File: src/rtl/arm_eim_bus_master_if.sv
// Command/response port and CS5 bus pins of the EIM bus master, bundled
// so the master and whatever sits on the far side share one definition.
interface arm_eim_bus_master_if #(
  parameter int AW = 24,
  parameter int DW = 32
);
  // command / response side
  logic          cmd_valid;
  logic          cmd_ready;
  logic          cmd_rw;
  logic [AW-1:0] cmd_addr;
  logic [DW-1:0] cmd_wdata;
  logic [3:0]    cmd_be_n;
  logic          rsp_valid;
  logic [DW-1:0] rsp_rdata;
  logic          rsp_err;

  // asynchronous bus side
  logic [AW-1:0] bus_a;
  logic [3:0]    bus_be_b;
  logic          bus_cs_b;
  logic          bus_as;
  logic          bus_rs_b;
  logic          bus_ws_b;
  logic [DW-1:0] bus_d_out;
  logic          bus_d_oe;
  logic [DW-1:0] bus_d_in;
  logic          bus_dtack_b;

  modport master (
    input  cmd_valid, cmd_rw, cmd_addr, cmd_wdata, cmd_be_n, bus_d_in, bus_dtack_b,
    output cmd_ready, rsp_valid, rsp_rdata, rsp_err,
    output bus_a, bus_be_b, bus_cs_b, bus_as, bus_rs_b, bus_ws_b, bus_d_out, bus_d_oe
  );

  modport slave (
    output cmd_valid, cmd_rw, cmd_addr, cmd_wdata, cmd_be_n, bus_d_in, bus_dtack_b,
    input  cmd_ready, rsp_valid, rsp_rdata, rsp_err,
    input  bus_a, bus_be_b, bus_cs_b, bus_as, bus_rs_b, bus_ws_b, bus_d_out, bus_d_oe
  );
endinterface

File: src/rtl/arm_eim_bus_master.sv
// ARM CS5 asynchronous bus initiator. Each accepted command becomes one
// bus cycle: SETUP (CS low, AS pulse) -> STROBE (RS_B or WS_B low) ->
// optional WAIT_ACK (DTACK extension with timeout) -> HOLD -> one-cycle
// RESP that releases the bus and pulses rsp_valid.
module arm_eim_bus_master #(
  parameter int AW        = 24,
  parameter int DW        = 32,
  parameter int SETUP     = 2,
  parameter int STROBE    = 4,
  parameter int HOLD      = 2,
  parameter int USE_DTACK = 0,
  parameter int TIMEOUT   = 255
) (
  input logic                    clk,
  input logic                    rst_n,
  arm_eim_bus_master_if.master   bus
);

  localparam logic [2:0] ST_IDLE     = 3'd0;
  localparam logic [2:0] ST_SETUP    = 3'd1;
  localparam logic [2:0] ST_STROBE   = 3'd2;
  localparam logic [2:0] ST_WAIT_ACK = 3'd3;
  localparam logic [2:0] ST_HOLD     = 3'd4;
  localparam logic [2:0] ST_RESP     = 3'd5;

  // One shared phase counter; it must reach the longest phase length minus one.
  localparam int MAX_SS  = (SETUP > STROBE) ? SETUP : STROBE;
  localparam int MAX_SH  = (MAX_SS > HOLD) ? MAX_SS : HOLD;
  localparam int CNT_MAX = (MAX_SH > TIMEOUT) ? MAX_SH : TIMEOUT;
  localparam int CW      = (CNT_MAX < 2) ? 1 : $clog2(CNT_MAX);

  localparam logic [CW-1:0] SETUP_LAST   = CW'(SETUP - 1);
  localparam logic [CW-1:0] STROBE_LAST  = CW'(STROBE - 1);
  localparam logic [CW-1:0] HOLD_LAST    = CW'(HOLD - 1);
  localparam logic [CW-1:0] TIMEOUT_LAST = CW'(TIMEOUT - 1);

  logic [2:0]    state_reg;
  logic [CW-1:0] cnt_reg;
  logic          rw_reg;
  logic [DW-1:0] rdata_cap_reg;
  logic          err_cap_reg;
  logic          dtack_s1_reg;
  logic          dtack_s2_reg;

  logic [AW-1:0] a_reg;
  logic [3:0]    be_b_reg;
  logic          cs_b_reg;
  logic          as_reg;
  logic          rs_b_reg;
  logic          ws_b_reg;
  logic [DW-1:0] d_out_reg;
  logic          d_oe_reg;
  logic          rsp_valid_reg;
  logic [DW-1:0] rsp_rdata_reg;
  logic          rsp_err_reg;

  assign bus.cmd_ready = (state_reg == ST_IDLE);
  assign bus.rsp_valid = rsp_valid_reg;
  assign bus.rsp_rdata = rsp_rdata_reg;
  assign bus.rsp_err   = rsp_err_reg;
  assign bus.bus_a     = a_reg;
  assign bus.bus_be_b  = be_b_reg;
  assign bus.bus_cs_b  = cs_b_reg;
  assign bus.bus_as    = as_reg;
  assign bus.bus_rs_b  = rs_b_reg;
  assign bus.bus_ws_b  = ws_b_reg;
  assign bus.bus_d_out = d_out_reg;
  assign bus.bus_d_oe  = d_oe_reg;

  // Two-flop synchroniser for the asynchronous DTACK input (idles high).
  always_ff @(posedge clk or negedge rst_n) begin
    if (!rst_n) begin
      dtack_s1_reg <= 1'b1;
      dtack_s2_reg <= 1'b1;
    end else begin
      dtack_s1_reg <= bus.bus_dtack_b;
      dtack_s2_reg <= dtack_s1_reg;
    end
  end

  // Bus-cycle sequencer; every bus and response pin comes straight from a flop.
  always_ff @(posedge clk or negedge rst_n) begin
    if (!rst_n) begin
      state_reg     <= ST_IDLE;
      cnt_reg       <= '0;
      rw_reg        <= 1'b0;
      rdata_cap_reg <= '0;
      err_cap_reg   <= 1'b0;
      a_reg         <= '0;
      be_b_reg      <= 4'hF;
      cs_b_reg      <= 1'b1;
      as_reg        <= 1'b0;
      rs_b_reg      <= 1'b1;
      ws_b_reg      <= 1'b1;
      d_out_reg     <= '0;
      d_oe_reg      <= 1'b0;
      rsp_valid_reg <= 1'b0;
      rsp_rdata_reg <= '0;
      rsp_err_reg   <= 1'b0;
    end else begin
      rsp_valid_reg <= 1'b0;
      case (state_reg)
        ST_IDLE: begin
          if (bus.cmd_valid) begin
            // Latch the command and open the cycle: CS low, AS high for one cycle.
            rw_reg        <= bus.cmd_rw;
            a_reg         <= bus.cmd_addr;
            be_b_reg      <= bus.cmd_be_n;
            d_out_reg     <= bus.cmd_rw ? '0 : bus.cmd_wdata;
            d_oe_reg      <= ~bus.cmd_rw;
            cs_b_reg      <= 1'b0;
            as_reg        <= 1'b1;
            rdata_cap_reg <= '0;
            err_cap_reg   <= 1'b0;
            cnt_reg       <= '0;
            state_reg     <= ST_SETUP;
          end
        end

        ST_SETUP: begin
          as_reg <= 1'b0;
          if (cnt_reg == SETUP_LAST) begin
            cnt_reg   <= '0;
            rs_b_reg  <= ~rw_reg;
            ws_b_reg  <= rw_reg;
            state_reg <= ST_STROBE;
          end else begin
            cnt_reg <= cnt_reg + CW'(1);
          end
        end

        ST_STROBE: begin
          if (cnt_reg == STROBE_LAST) begin
            cnt_reg <= '0;
            // Fixed mode, or acknowledge already seen: finish the strobe now.
            if (USE_DTACK == 0 || !dtack_s2_reg) begin
              rs_b_reg      <= 1'b1;
              ws_b_reg      <= 1'b1;
              rdata_cap_reg <= rw_reg ? bus.bus_d_in : '0;
              state_reg     <= ST_HOLD;
            end else begin
              state_reg <= ST_WAIT_ACK;
            end
          end else begin
            cnt_reg <= cnt_reg + CW'(1);
          end
        end

        ST_WAIT_ACK: begin
          if (!dtack_s2_reg) begin
            cnt_reg       <= '0;
            rs_b_reg      <= 1'b1;
            ws_b_reg      <= 1'b1;
            rdata_cap_reg <= rw_reg ? bus.bus_d_in : '0;
            state_reg     <= ST_HOLD;
          end else if (cnt_reg == TIMEOUT_LAST) begin
            // No acknowledge in time: abandon the strobe and report an error.
            cnt_reg     <= '0;
            rs_b_reg    <= 1'b1;
            ws_b_reg    <= 1'b1;
            err_cap_reg <= 1'b1;
            state_reg   <= ST_HOLD;
          end else begin
            cnt_reg <= cnt_reg + CW'(1);
          end
        end

        ST_HOLD: begin
          if (cnt_reg == HOLD_LAST) begin
            cnt_reg       <= '0;
            cs_b_reg      <= 1'b1;
            be_b_reg      <= 4'hF;
            as_reg        <= 1'b0;
            d_oe_reg      <= 1'b0;
            rsp_valid_reg <= 1'b1;
            rsp_rdata_reg <= rdata_cap_reg;
            rsp_err_reg   <= err_cap_reg;
            state_reg     <= ST_RESP;
          end else begin
            cnt_reg <= cnt_reg + CW'(1);
          end
        end

        ST_RESP: begin
          state_reg <= ST_IDLE;
        end

        default: begin
          state_reg <= ST_IDLE;
        end
      endcase
    end
  end

endmodule

File: src/flat_wrapper.sv
// flat-port wrapper written by rule: the top's interface ports become plain ports
module arm_eim_bus_master_flat 
#(
  parameter int AW        = 24,
  parameter int DW        = 32,
  parameter int SETUP     = 2,
  parameter int STROBE    = 4,
  parameter int HOLD      = 2,
  parameter int USE_DTACK = 0,
  parameter int TIMEOUT   = 255
)
  (clk, rst_n, bus_cmd_valid, bus_cmd_rw, bus_cmd_addr, bus_cmd_wdata, bus_cmd_be_n, bus_bus_d_in, bus_bus_dtack_b, bus_cmd_ready, bus_rsp_valid, bus_rsp_rdata, bus_rsp_err, bus_bus_a, bus_bus_be_b, bus_bus_cs_b, bus_bus_as, bus_bus_rs_b, bus_bus_ws_b, bus_bus_d_out, bus_bus_d_oe);
  arm_eim_bus_master_if #(.AW(AW), .DW(DW)) bus_i ();
  input logic clk;
  input logic rst_n;
  input wire logic [$bits(bus_i.cmd_valid)-1:0] bus_cmd_valid;
  input wire logic [$bits(bus_i.cmd_rw)-1:0] bus_cmd_rw;
  input wire logic [$bits(bus_i.cmd_addr)-1:0] bus_cmd_addr;
  input wire logic [$bits(bus_i.cmd_wdata)-1:0] bus_cmd_wdata;
  input wire logic [$bits(bus_i.cmd_be_n)-1:0] bus_cmd_be_n;
  input wire logic [$bits(bus_i.bus_d_in)-1:0] bus_bus_d_in;
  input wire logic [$bits(bus_i.bus_dtack_b)-1:0] bus_bus_dtack_b;
  output wire logic [$bits(bus_i.cmd_ready)-1:0] bus_cmd_ready;
  output wire logic [$bits(bus_i.rsp_valid)-1:0] bus_rsp_valid;
  output wire logic [$bits(bus_i.rsp_rdata)-1:0] bus_rsp_rdata;
  output wire logic [$bits(bus_i.rsp_err)-1:0] bus_rsp_err;
  output wire logic [$bits(bus_i.bus_a)-1:0] bus_bus_a;
  output wire logic [$bits(bus_i.bus_be_b)-1:0] bus_bus_be_b;
  output wire logic [$bits(bus_i.bus_cs_b)-1:0] bus_bus_cs_b;
  output wire logic [$bits(bus_i.bus_as)-1:0] bus_bus_as;
  output wire logic [$bits(bus_i.bus_rs_b)-1:0] bus_bus_rs_b;
  output wire logic [$bits(bus_i.bus_ws_b)-1:0] bus_bus_ws_b;
  output wire logic [$bits(bus_i.bus_d_out)-1:0] bus_bus_d_out;
  output wire logic [$bits(bus_i.bus_d_oe)-1:0] bus_bus_d_oe;
  assign bus_i.cmd_valid = bus_cmd_valid;
  assign bus_i.cmd_rw = bus_cmd_rw;
  assign bus_i.cmd_addr = bus_cmd_addr;
  assign bus_i.cmd_wdata = bus_cmd_wdata;
  assign bus_i.cmd_be_n = bus_cmd_be_n;
  assign bus_i.bus_d_in = bus_bus_d_in;
  assign bus_i.bus_dtack_b = bus_bus_dtack_b;
  assign bus_cmd_ready = bus_i.cmd_ready;
  assign bus_rsp_valid = bus_i.rsp_valid;
  assign bus_rsp_rdata = bus_i.rsp_rdata;
  assign bus_rsp_err = bus_i.rsp_err;
  assign bus_bus_a = bus_i.bus_a;
  assign bus_bus_be_b = bus_i.bus_be_b;
  assign bus_bus_cs_b = bus_i.bus_cs_b;
  assign bus_bus_as = bus_i.bus_as;
  assign bus_bus_rs_b = bus_i.bus_rs_b;
  assign bus_bus_ws_b = bus_i.bus_ws_b;
  assign bus_bus_d_out = bus_i.bus_d_out;
  assign bus_bus_d_oe = bus_i.bus_d_oe;
  arm_eim_bus_master #(.AW(AW), .DW(DW), .SETUP(SETUP), .STROBE(STROBE), .HOLD(HOLD), .USE_DTACK(USE_DTACK), .TIMEOUT(TIMEOUT)) u_core (.clk(clk), .rst_n(rst_n), .bus(bus_i));
endmodule
File: config.mk
export PLATFORM = sky130hd
export DESIGN_NAME = arm_eim_bus_master_flat
export DESIGN_NICKNAME = d
export VERILOG_FILES = /design/src/rtl/arm_eim_bus_master_if.sv /design/src/rtl/arm_eim_bus_master.sv /design/src/flat_wrapper.sv
export SDC_FILE = /design/constraint.sdc
export NUM_CORES = 1
export LEC_CHECK = 0
export CAP_MARGIN = 15
export CORE_MARGIN = 4
export CORE_UTILIZATION = 50
export CTS_CLUSTER_SIZE = 8
export DETAILED_ROUTE_END_ITERATION = 8
export MAX_ROUTING_LAYER = met4
export PLACE_DENSITY = 0.83
export SETUP_SLACK_MARGIN = 0.2
export SKIP_LAST_GASP = 1
export SLEW_MARGIN = 20
export SYNTH_ARGS = -nofsm -noshare
export SYNTH_HDL_FRONTEND = slang
export SYNTH_SLANG_ARGS = --single-unit
File: constraint.sdc
create_clock -name clk -period 3.4 [get_ports clk]
set_input_delay 0.34 -clock clk [delete_from_list [all_inputs] [get_ports clk]]
set_output_delay 0.34 -clock clk [all_outputs]
set_load 0.03 [all_outputs]
==> flow_summary.json <==
{
  "status": "finished with violations",
  "violations": "hold timing",
  "fin_crit_ps": 2440,
  "crit_arrival_ps": 2100,
  "vias": 4743,
  "initial_core_util_pct": 51.1,
  "rsz0062_at_grt": "no",
  "nets": 855,
  "worst_slew_pin_slew_ps": 923,
  "dp.cells": 904,
  "io_buffer_count": 196,
  "htree_levels": 4,
  "gr-usage-all-layers_pct": 23.2,
  "die_h_um": 119,
  "busiest_layer": "met2",
  "wl_um": 15300,
  "synth_largest_area_cell": "dfrtp_1",
  "comb_power_share_pct": 44.7,
  "slew_headroom_pct": 38.3,
  "grtUsageMet1_pct": 28.8,
  "layout_common_cells": "195 x clkdlybuf4s50_1, 137 x dfrtp_1, 108 x nand2_1",
  "cts_tree": "done",
  "worstSetupPathType": "register to output pin",
  "start_kind": "register",
  "fin_ws_ps": 960,
  "drv_slew": 0,
  "antenna_found_initial": 1,
  "timing.final.crit_share_pct": 71.8,
  "fin_hold_ws_ps": -21.3,
  "ys_seq_elements": 146,
  "antenna_left": 0,
  "io_pins": 197,
  "synth_cells": 565,
  "worstPathRequired_ps": 3060,
  "yosysWarnings": 0,
  "leakage_nw": 3.77,
  "clkPwrFrac_pct": 20.4,
  "cts_hold_buf": 0,
  "final_cells": 937,
  "worst-path-max-fanout": 14,
  "clock-sinks": 146,
  "p_sw_mw": 3.19,
  "coreArea_um2": 12100,
  "hold_class": "input port to asynchronous set/reset pin",
  "synth_enable_flop_cells": 0,
  "num_rows": 40,
  "synthFlopType": "dfrtp_1",
  "dp_hpwl_um": 10800,
  "final_common_cell": "clkdlybuf4s50_1",
  "max_cap_viol_count": 0,
  "async_reset_ff_share_pct": 100,
  "syn_area_um2": 6160,
  "final_area_um2": 8750,
  "cts_resized": 0,
  "clk_latency_ps": 420,
  "place_congestion": 0.824,
  "ys_top_cells_by_area": "dfrtp_1 56%, nand2_1 6.6%, mux2i_1 5.7%",
  "root_buffer": "clkbuf_16",
  "overflow": 0,
  "irDropWorstVdd_v": 0.000410,
  "multi_input_area_um2": 2190,
  "regArea_um2": 3660,
  "placed_area_um2": 8230,
  "dieArea_um2": 14200,
  "power.total_mw": 8.08,
  "grtUsageMet2_pct": 36.8,
  "max_freq_mhz": 410,
  "avgSynthCellArea_um2": 10.9,
  "end_kind": "output pin",
  "setup_viol": 0,
  "drive_gt1_share_pct": 11.2,
  "cts_buffer_depth": 2,
  "fin_worst_skew_ps": 8.08,
  "vias_per_cell": 5.06,
  "place_ws_ps": 1120,
  "synth_top_area_share_pct": 55.6,
  "numCtsBuffers": 17,
  "fill_cells": 819,
  "postCtsSetupBuffers": 0,
  "ys_seq_area_share_pct": 59.4,
  "drtPass1Iterations": 4,
  "intPower_mw": 4.89,
  "yosysUniqueCellTypes": 48,
  "fin_tns_setup_ps": 0,
  "hold_viol": 15,
  "powerDensity_nw_per_um2": 923,
  "final_util_pct": 72.6,
  "swShare_pct": 39.4,
  "power_frac_seq_pct": 34.9,
  "syn_to_final_growth_pct": 42.0,
  "synth_nets": 665,
  "drtIter0Drc": 470,
  "use_met3_pct": 6.03,
  "die_x_um": 119,
  "grt_max_degree": 90,
  "wire_per_inst_um": 16.3,
  "grt_pass1_vias": 4909,
  "remaining_drc_errors": 0,
  "grt_pass1_wl_um": 25500,
  "clk_pin_slew_worst_paths_ps": 60
}
-- per-layer routing --
| metal | share of wire [%] | vias up |
|---|---|---|
| met1 | 42 | 2285 |
| met3 | 6.5 | 27 |
| met2 | 49 | 173 |
| met4 | 2.3 | 0 |
| li1 | - | 2258 |
| met5 | 0 | - |
-- final cells by class --
type,count,area share [%]
sequential,146,41.9
multi-input combinational,347,25.0
timing repair buffer,204,23.1
clock buffer,21,5.03
tap,168,2.40
inverter,39,1.67
clock inverter,11,0.929
antenna,1,0.0286
-- worst max-delay path: stages, from the launching register on --
cell and delay, ps:
dfrtp_1 540, nor3_1 340, clkdlybuf4s50_1 800
-- path summary, 6_finish.rpt --
kind	to	cells after the start	start	slack, ps
min reg2reg	u_core.dtack_s2_reg	0	u_core.dtack_s1_reg	360
max	bus_cmd_ready	2	u_core.state_reg[1]	960
min in group clk	u_core.dtack_s1_reg	1	bus_bus_dtack_b	330
max in group asynchronous	u_core.bus.bus_rs_b	2	rst_n	2480
max reg2reg	u_core.rdata_cap_reg[27]	6	u_core.cnt_reg[1]	1090
min	u_core.bus.bus_a[19]	1	rst_n	-20
-- kinds of logic after synthesis --
logic type	count (synthesis)	synth area share, %
AO/OA/AOI/OAI	99	9.74
adder cells (fa/ha/maj)	3	0.609
multiplexers	66	11.3
buffers and inverters	72	5.18
flip-flops	146	59.4
AND/OR/NAND/NOR	179	13.7
-- power by group through the flow --
stage / Combinational (mW) / Sequential (mW) / Clock (mW)
floorplan: 1.46 / 3.62 / 0
global placement: 3.53 / 2.80 / 0
detailed placement: 3.62 / 2.84 / 0
CTS: 3.65 / 2.82 / 1.68
global route: 3.86 / 2.90 / 1.77
finish: 3.61 / 2.82 / 1.65
-- cells in the mapped netlist, types with 6 or more instances --
library cell,n
clkbuf_1,20
mux2_2,29
nor3_1,6
nand2_1,109
a21oi_1,7
nand2b_1,37
o21ai_0,68
mux2i_1,35
inv_1,39
dfstp_2,9
nor2_1,7
dfrtp_1,137
Power figures use the tool's default switching activity.
